===== config.mk =====
export PLATFORM = sky130hd
export DESIGN_NAME = mem_arbiter
export DESIGN_NICKNAME = d
export VERILOG_FILES = /design/src/rtl/mem_arbiter.sv
export SDC_FILE = /design/constraint.sdc
export NUM_CORES = 1
export LEC_CHECK = 0
export CAP_MARGIN = 20
export CORE_AREA = 2 2 268 270
export DETAILED_ROUTE_END_ITERATION = 12
export DIE_AREA = 0 0 270 272
export PLACE_DENSITY_LB_ADDON = 0.12
export SLEW_MARGIN = 10
export SYNTH_ARGS = -nofsm -noshare
export SYNTH_HDL_FRONTEND = slang
export SYNTH_SLANG_ARGS = --single-unit

===== constraint.sdc =====
create_clock -name clk -period 2.95 [get_ports clk]
set_input_delay 0.59 -clock clk [delete_from_list [all_inputs] [get_ports clk]]
set_output_delay 0.59 -clock clk [all_outputs]
set_load 0.005 [all_outputs]

===== src/rtl/mem_arbiter.sv =====
// Shares one main-memory port between the icache and the dcache, granting whole
// cache-line bursts round-robin and steering read beats back to the burst owner.
module mem_arbiter #(
    parameter int AW    = 12,
    parameter int DW    = 128,
    parameter int BEATS = 4
) (
    input  logic          clk,
    input  logic          rst,
    input  logic          ic_req_valid,
    output logic          ic_req_ready,
    input  logic [AW-1:0] ic_req_addr,
    output logic          ic_rsp_valid,
    output logic [DW-1:0] ic_rsp_data,
    input  logic          dc_req_valid,
    output logic          dc_req_ready,
    input  logic [AW-1:0] dc_req_addr,
    input  logic [DW-1:0] dc_req_wdata,
    input  logic          dc_req_rtype,
    output logic          dc_rsp_valid,
    output logic [DW-1:0] dc_rsp_data,
    output logic          mem_req_valid,
    input  logic          mem_req_ready,
    output logic [AW-1:0] mem_req_addr,
    output logic          mem_req_we,
    output logic [DW-1:0] mem_req_wdata,
    input  logic          mem_rsp_valid,
    input  logic [DW-1:0] mem_rsp_data,
    output logic          busy,
    output logic          err
);

    localparam int CW = $clog2(BEATS) + 1;
    localparam logic [CW-1:0] BEATS_C = CW'(BEATS);
    localparam logic [CW-1:0] LAST_C  = CW'(BEATS - 1);

    typedef enum logic {
        DMEM_READ  = 1'b0,
        DMEM_WRITE = 1'b1
    } dmem_rtype_t;

    typedef enum logic [1:0] {
        ARB_IDLE  = 2'd0,
        ARB_IC    = 2'd1,
        ARB_DC_RD = 2'd2,
        ARB_DC_WR = 2'd3
    } arb_state_t;

    arb_state_t    state_q, state_d;
    // rr_q == 0 favours the dcache on contention, 1 favours the icache
    logic          rr_q, rr_d;
    logic [CW-1:0] req_cnt_q, req_cnt_d;
    logic [CW-1:0] rsp_cnt_q, rsp_cnt_d;
    logic          err_q, err_d;

    logic          owner_valid_s;
    logic          read_state_s;
    logic          req_open_s;
    logic          req_hs_s;
    logic          rsp_accept_s;
    logic          err_set_s;

    assign busy        = (state_q != ARB_IDLE);
    assign err         = err_q;
    assign ic_rsp_data = mem_rsp_data;
    assign dc_rsp_data = mem_rsp_data;
    assign req_open_s  = (req_cnt_q < BEATS_C);

    // Owner mux: selects which requester drives the memory request fields.
    always_comb begin
        owner_valid_s = 1'b0;
        read_state_s  = 1'b0;
        mem_req_addr  = {AW{1'b0}};
        mem_req_we    = 1'b0;
        mem_req_wdata = {DW{1'b0}};
        case (state_q)
            ARB_IC: begin
                owner_valid_s = ic_req_valid;
                read_state_s  = 1'b1;
                mem_req_addr  = ic_req_addr;
            end
            ARB_DC_RD: begin
                owner_valid_s = dc_req_valid;
                read_state_s  = 1'b1;
                mem_req_addr  = dc_req_addr;
                mem_req_wdata = dc_req_wdata;
            end
            ARB_DC_WR: begin
                owner_valid_s = dc_req_valid;
                mem_req_addr  = dc_req_addr;
                mem_req_wdata = dc_req_wdata;
                mem_req_we    = 1'b1;
            end
            default: begin
                owner_valid_s = 1'b0;
            end
        endcase
    end

    // Handshake and response steering; nothing here adds a cycle of latency.
    always_comb begin
        mem_req_valid = owner_valid_s & req_open_s;
        req_hs_s      = mem_req_valid & mem_req_ready;
        ic_req_ready  = (state_q == ARB_IC) & mem_req_ready & req_open_s;
        dc_req_ready  = ((state_q == ARB_DC_RD) | (state_q == ARB_DC_WR))
                        & mem_req_ready & req_open_s;
        // Beats past BEATS, or with no read owner, are dropped and flagged
        rsp_accept_s  = mem_rsp_valid & read_state_s & (rsp_cnt_q < BEATS_C);
        ic_rsp_valid  = rsp_accept_s & (state_q == ARB_IC);
        dc_rsp_valid  = rsp_accept_s & (state_q == ARB_DC_RD);
        err_set_s     = mem_rsp_valid & ~rsp_accept_s;
    end

    // Next-state: grant from IDLE, hold the grant until the burst is complete.
    always_comb begin
        state_d   = state_q;
        rr_d      = rr_q;
        req_cnt_d = req_cnt_q + {{(CW-1){1'b0}}, req_hs_s};
        rsp_cnt_d = rsp_cnt_q + {{(CW-1){1'b0}}, rsp_accept_s};
        err_d     = err_q | err_set_s;
        case (state_q)
            ARB_IDLE: begin
                req_cnt_d = {CW{1'b0}};
                rsp_cnt_d = {CW{1'b0}};
                if (dc_req_valid && (!ic_req_valid || !rr_q)) begin
                    state_d = (dc_req_rtype == DMEM_WRITE) ? ARB_DC_WR : ARB_DC_RD;
                    rr_d    = 1'b1;
                end else if (ic_req_valid) begin
                    state_d = ARB_IC;
                    rr_d    = 1'b0;
                end else begin
                    state_d = ARB_IDLE;
                end
            end
            ARB_IC, ARB_DC_RD: begin
                if ((req_cnt_d == BEATS_C) && (rsp_cnt_d == BEATS_C)) begin
                    state_d   = ARB_IDLE;
                    req_cnt_d = {CW{1'b0}};
                    rsp_cnt_d = {CW{1'b0}};
                end else begin
                    state_d = state_q;
                end
            end
            ARB_DC_WR: begin
                if (req_hs_s && (req_cnt_q == LAST_C)) begin
                    state_d   = ARB_IDLE;
                    req_cnt_d = {CW{1'b0}};
                    rsp_cnt_d = {CW{1'b0}};
                end else begin
                    state_d = state_q;
                end
            end
            default: begin
                state_d   = ARB_IDLE;
                req_cnt_d = {CW{1'b0}};
                rsp_cnt_d = {CW{1'b0}};
            end
        endcase
    end

    // State, pointer, counters and sticky error register.
    always_ff @(posedge clk or posedge rst) begin
        if (rst) begin
            state_q   <= ARB_IDLE;
            rr_q      <= 1'b0;
            req_cnt_q <= {CW{1'b0}};
            rsp_cnt_q <= {CW{1'b0}};
            err_q     <= 1'b0;
        end else begin
            state_q   <= state_d;
            rr_q      <= rr_d;
            req_cnt_q <= req_cnt_d;
            rsp_cnt_q <= rsp_cnt_d;
            err_q     <= err_d;
        end
    end

endmodule


# After elaboration in Yosys (flattened, before gate mapping)
# Index checks and enable logic that the tools add are counted.
# word_totals
register_bits	10
latchBits	0
ramBits	0
rom_bits	0
inputBits	287
out_inout_bits	404
elab_cells	63
memories	0
# op_classes
addsub	2
mul	0
div	0
n_lt_le_gt_ge	2
n_eq_ne	8
shifts	0
muxes	19
bitwise_logic	14
n_reduce_logical	13
# op_table
cell	count
2-to-1 mux 128 bit	1
case mux 12 bit (2 select lines)	1
case mux 3 bit (3 select lines)	2
2-to-1 mux 3 bit	4
AND 1 bit	11
adder 3 x 1 -> 3 bit	2
equality test 3 bit (second input constant)	2
less-than comparator 3 bit (second input constant)	2
2-to-1 mux 1 bit	6
2-to-1 mux 2 bit	3
case mux 2 bit (3 select lines)	1
equality test 2 bit (second input constant)	2
!= test 2 x 1 -> 1 bit (second input constant)	2
AND reduction 2 bit	2
nonzero test 2 bit	2
OR reduction 2 bit	2
equality test 3 x 2 -> 1 bit (second input constant)	1
logical AND 1 bit	3
equality test 2 x 1 -> 1 bit (second input constant)	1
zero test 1 bit	2
zero test 2 bit	1
bitwise OR 1 bit	2
case mux 1 bit (2 select lines)	1
logical OR 1 bit	1
NOT 1 bit	1

# Depth between registers and ports, before layout
# Gate-level depths: netlist (run 1).
# logic_depth
depth_word	10
depth_mapped	11
mapped_depth_nobuf	11

# Worst setup path after synthesis (run 1)
# No wires, ideal clock.
# synth_timing
kind	register to register
startpoint	register state_q[0]
endpoint	register state_q[0]
setup_time_ns	0.079
arrival_time_ns	2.315
t_required_ns	2.871
path_slack_ns	0.555
path_stages_with_launch	12
n_path_buf	0
synth_period_minus_slack_ns	2.395
path_cell_list	dfrtp_1 inv_1 ha_1 o21ai_1 and2_1 nor3_1 ha_1 ha_1 nor4_1 nand3_1 a2bb2oi_4 mux2i_1
# synth_between
elab_chain_cells	10
word_cells_on_any_way	22
cone_classes	add/sub: 2; eq/ne: 7; mux: 3; bitwise: 4; reduce/logical: 6
# synth_rtl
element	line	rtl
start, declared	49	arb_state_t state_q, state_d;
start signal, assigned	170	state_q <= state_d;
equality test 2 bit / equality test 2 x 1 -> 1 bit (equally long branches)	76, 121	
OR reduction 2 bit (no line)	-	
case mux 1 bit (2 select lines) / 2-to-1 mux 1 bit (equally long branches)	76	case (state_q)
AND 1 bit (on tied branches)	102, 108	
AND 1 bit (on tied branches)	103, 108	
adder 3 x 1 -> 3 bit (on tied branches)	118, 119	
equality test 3 bit	136	if ((req_cnt_d == BEATS_C) && (rsp_cnt_d == BEATS_C)) begin
logical AND 1 bit	136	
!= test 2 x 1 -> 1 bit (no line)	-	
AND reduction 2 bit (no line)	-	
# Parallel ways exist; a longest one is shown, timed or not.
# A chain may end at the register's enable or synchronous reset.

# Final worst setup path (run 1)
# layout_timing
startpoint	register state_q[0]
endpoint	output port mem_req_addr[4]
# layout_between
elab_chain_cells	3
word_cells_on_any_way	5
cone_classes	eq/ne: 3; mux: 1; reduce/logical: 1
# layout_rtl
element	line	rtl
equality test 2 bit	76	
OR reduction 2 bit (no line)	-	
case mux 12 bit (2 select lines) (*)	76	
end, declared	24	output logic [AW-1:0] mem_req_addr,
# Mark *: on every way between the ends. The rest lies on a longest branch, timed or not.

==> impl_metrics.json, run 1 <==
{
  "grt_pass1_vias": 3643,
  "core_area_um2": 70800,
  "maxSlewHeadroom": 0.651,
  "critPathCaptureType": "output pin",
  "synth_cell_types": 26,
  "track_usage": 0.0635,
  "grt_max_degree": 24,
  "worstPathRequired_ps": 2360,
  "period_share": 0.962,
  "status": "finished clean",
  "hold_class": "reg2reg",
  "die_x_um": 270,
  "finClkSkew_ps": 1.48,
  "antenna_found_initial": 13,
  "start_util": 0.0509,
  "hold_viol_final": 0,
  "holdBufCountCts": 0,
  "num_vias": 3178,
  "first_pass_iters": 4,
  "layout_setup_ws_ps": 112,
  "setup_viol": 0,
  "min-delay-start": "err$_DFF_PP0_",
  "syn-num-nets": 789,
  "cts_root_buffer": "clkbuf_16",
  "cp.buffers_inverters": 2,
  "numCtsBuffers": 3,
  "gp_congestion": 0.682,
  "grt_first_pass_wirelength_mm": 32.1,
  "finalMaxSlewViolations": 0,
  "pin_count": 691,
  "crit_slowest_cell": "clkdlybuf4s50_1",
  "r2r_start": "state_q[1]$_DFFE_PP0P_",
  "hpwlAfterDp_mm": 23.0,
  "max_clock_freq_mhz": 352,
  "dp_slack_ps": -51.7,
  "rsz0062_at_grt": "true",
  "routed.top_layer": "met5",
  "via_per_inst": 2.12,
  "synth_seq_cells": 10,
  "cts_tree": "built",
  "yosysTopAreaCell": "buf_4",
  "ant_nets": 0,
  "path_cells": "ha_2 > or2_2 > buf_12 > a22oi_1 > nor2_1 > clkdlybuf4s50_1",
  "peakVddDrop_mv": 0.158,
  "cp-startpoint": "state_q[0]$_DFFE_PP0P_",
  "cts_sinks": 10,
  "crit_arrival_ps": 2250,
  "htreeDepth": 1,
  "worstSetupPathType": "reg2out",
  "ys_seq_area_frac": 0.0695,
  "row_count": 98,
  "crit_fanout": 16,
  "fillers": 8302,
  "dr_wl_met3_mm": 4.17,
  "drt_iter0_drc": 62,
  "crit_path_start_kind": "register",
  "syn2layout_area_growth_pct": 73.3,
  "wl_met2_mm": 13.7,
  "fin_nets": 845,
  "tightest_slew_ps": 518,
  "leakagePower_nw": 2.09,
  "path_clk_slew_ps": 40,
  "max_cap_viol_count": 0,
  "reg2reg_slack_ps": 310,
  "clkLatencyLatePin_ps": 240,
  "drc": 0,
  "synth_top_area_frac": 0.534,
  "die_y_um": 272,
  "fin_crit_ps": 2840,
  "netlist_area_um2": 3600,
  "cts_buffer_depth": 2,
  "fin_setup_tns_ps": 0,
  "slowest_delay_ps": 450,
  "crit_family": "buffers and inverters",
  "grt-ovfl-total": 0,
  "synth_area_leaders": "buf_4 (53%), and2_1 (23%), dfrtp_1 (6.9%), ha_1 (3.1%), a22oi_1 (2.5%)",
  "met1Wirelength_mm": 6.54,
  "numPortBuffers": 306,
  "layout-drive-gt1-share": 0.0657,
  "avgSynthCellArea_um2": 7.30,
  "synth_warnings": 0,
  "wire_per_inst_um": 16.9,
  "die-area_um2": 73400,
  "wirelength_mm": 25.3,
  "synthCells": 493,
  "power_density_nw_per_um2": 520
}
-- layout by cell type, fill, tap and decap left out, types with 2 or more instances in the layout --
cell type,count
clkdlybuf4s50_1,301
xor2_1,2
nand2_1,4
nor2_1,16
buf_12,6
dfrtp_1,10
ha_4,2
nand2b_1,6
a22oi_1,12
inv_1,6
mux2i_1,2
and2_1,134
ha_1,6
clkbuf_16,5
nand3_1,2
nor3_1,3
buf_4,14
-- final timing paths --
kind | end | cells after the start
min reg2reg | err$_DFF_PP0_ | 1
max | mem_req_addr[4] | 6
min | err$_DFF_PP0_ | 1
min in group asynchronous | rr_q$_DFFE_PP0P_ | 2
max reg2reg | state_q[1]$_DFFE_PP0P_ | 11
max in group asynchronous | err$_DFF_PP0_ | 2
-- sequential cells by signal, summed over array words and instances (netlist names) --
register / count
rr_q: 1
state_q: 2
rsp_cnt_q: 3
req_cnt_q: 3
err: 1
-- power by group --
part           internal (mW)  switching [mW]  leakage (nW)
Sequential             0.161          0.0223         0.129
Clock                  0.205          0.0734        0.0442
Combinational           1.63            1.15          1.92
-- metal layers --
| metal | global-route usage | vias to the layer above |
|---|---|---|
| met2 | 0.127 | 401 |
| met5 | 0 | - |
| met3 | 0.0474 | 92 |
| met1 | 0.0453 | 1299 |
| met4 | 0.0183 | 18 |
| li1 | - | 1368 |
-- cell families after synthesis --
family / share of synthesized area
compound gates: 0.0511
mux: 0.00556
buf+inv: 0.562
fa+ha+maj: 0.0313
simple gates: 0.276
xor+xnor: 0.00487
flops: 0.0695
-- through the flow --
stage,hold WS [ps],power (mW),util,std cells,cell area (um^2)
finish,459,3.24,0.0882,1499,6240
floorplan,430,1.34,-,493,3600
detailed placement,456,2.92,0.0853,1489,6040
CTS,463,3.23,0.0867,1494,6130
global placement,455,2.96,0.0853,1489,6040
global route,500,3.54,0.0882,1498,6240
-- worst reg2reg max path: stages, from the launching register on --
cell and delay, ps:
dfrtp_1 400, inv_1 130, ha_1 360, nand2b_1 160, nor2_1 70, buf_4 140
ha_1 170, ha_1 300, nor4_2 240, nand3_1 170, a2bb2oi_4 230, mux2i_1 200
-- area by class of cell --
cell class	count	area (um^2)	share of cell area
multi-input combinational	202	1370	0.220
tap	950	1190	0.190
inverter	7	26.3	0.00421
sequential	10	250	0.0401
antenna	1	2.50	0.000401
timing repair buffer	325	3310	0.531
clock buffer	4	88.8	0.0142
-- synthesized netlist by cell type (all sizes together) --
library cell  count
a2111oi           1
a21o              1
a21oi             1
a22o              1
a22oi            12
a2bb2oi           1
a31oi             1
and2            134
buf             258
clkbuf           17
dfrtp            10
ha                9
inv               7
mux2i             2
nand2             4
nand2b            6
nand3             2
nor2             16
nor2b             1
nor3              3
nor4              1
o21ai             1
o31ai             1
or2               1
xor2              2
-- timing repair --
action | in CTS | in global routing
pin swaps | 1 | 1
gates resized for setup | 0 | 9
gates cloned | 0 | 3
endpoints found under the setup margin | 44 | 51
endpoints found under the hold margin | 0 | 0
buffers inserted | 1 | 1
Power figures use the tool's default switching activity.
==> run 2: changes to the inputs <==
--- a/config.mk
+++ b/config.mk
@@ -10,7 +10,7 @@
 export DETAILED_ROUTE_END_ITERATION = 12
 export DIE_AREA = 0 0 270 272
 export PLACE_DENSITY_LB_ADDON = 0.12
-export SLEW_MARGIN = 10
+export SLEW_MARGIN = 20
 export SYNTH_ARGS = -nofsm -noshare
 export SYNTH_HDL_FRONTEND = slang
 export SYNTH_SLANG_ARGS = --single-unit
==> results of run 2 <==
Same layout as run 1: the final DEF is identical, and so are final timing and power.
==> run 3: changes to the inputs <==
--- a/config.mk
+++ b/config.mk
@@ -10,7 +10,7 @@
 export DETAILED_ROUTE_END_ITERATION = 12
 export DIE_AREA = 0 0 270 272
 export PLACE_DENSITY_LB_ADDON = 0.12
-export SLEW_MARGIN = 20
+export SLEW_MARGIN = 30
 export SYNTH_ARGS = -nofsm -noshare
 export SYNTH_HDL_FRONTEND = slang
 export SYNTH_SLANG_ARGS = --single-unit
==> results of run 3 <==
Same layout as run 1: the final DEF is identical, and so are final timing and power.
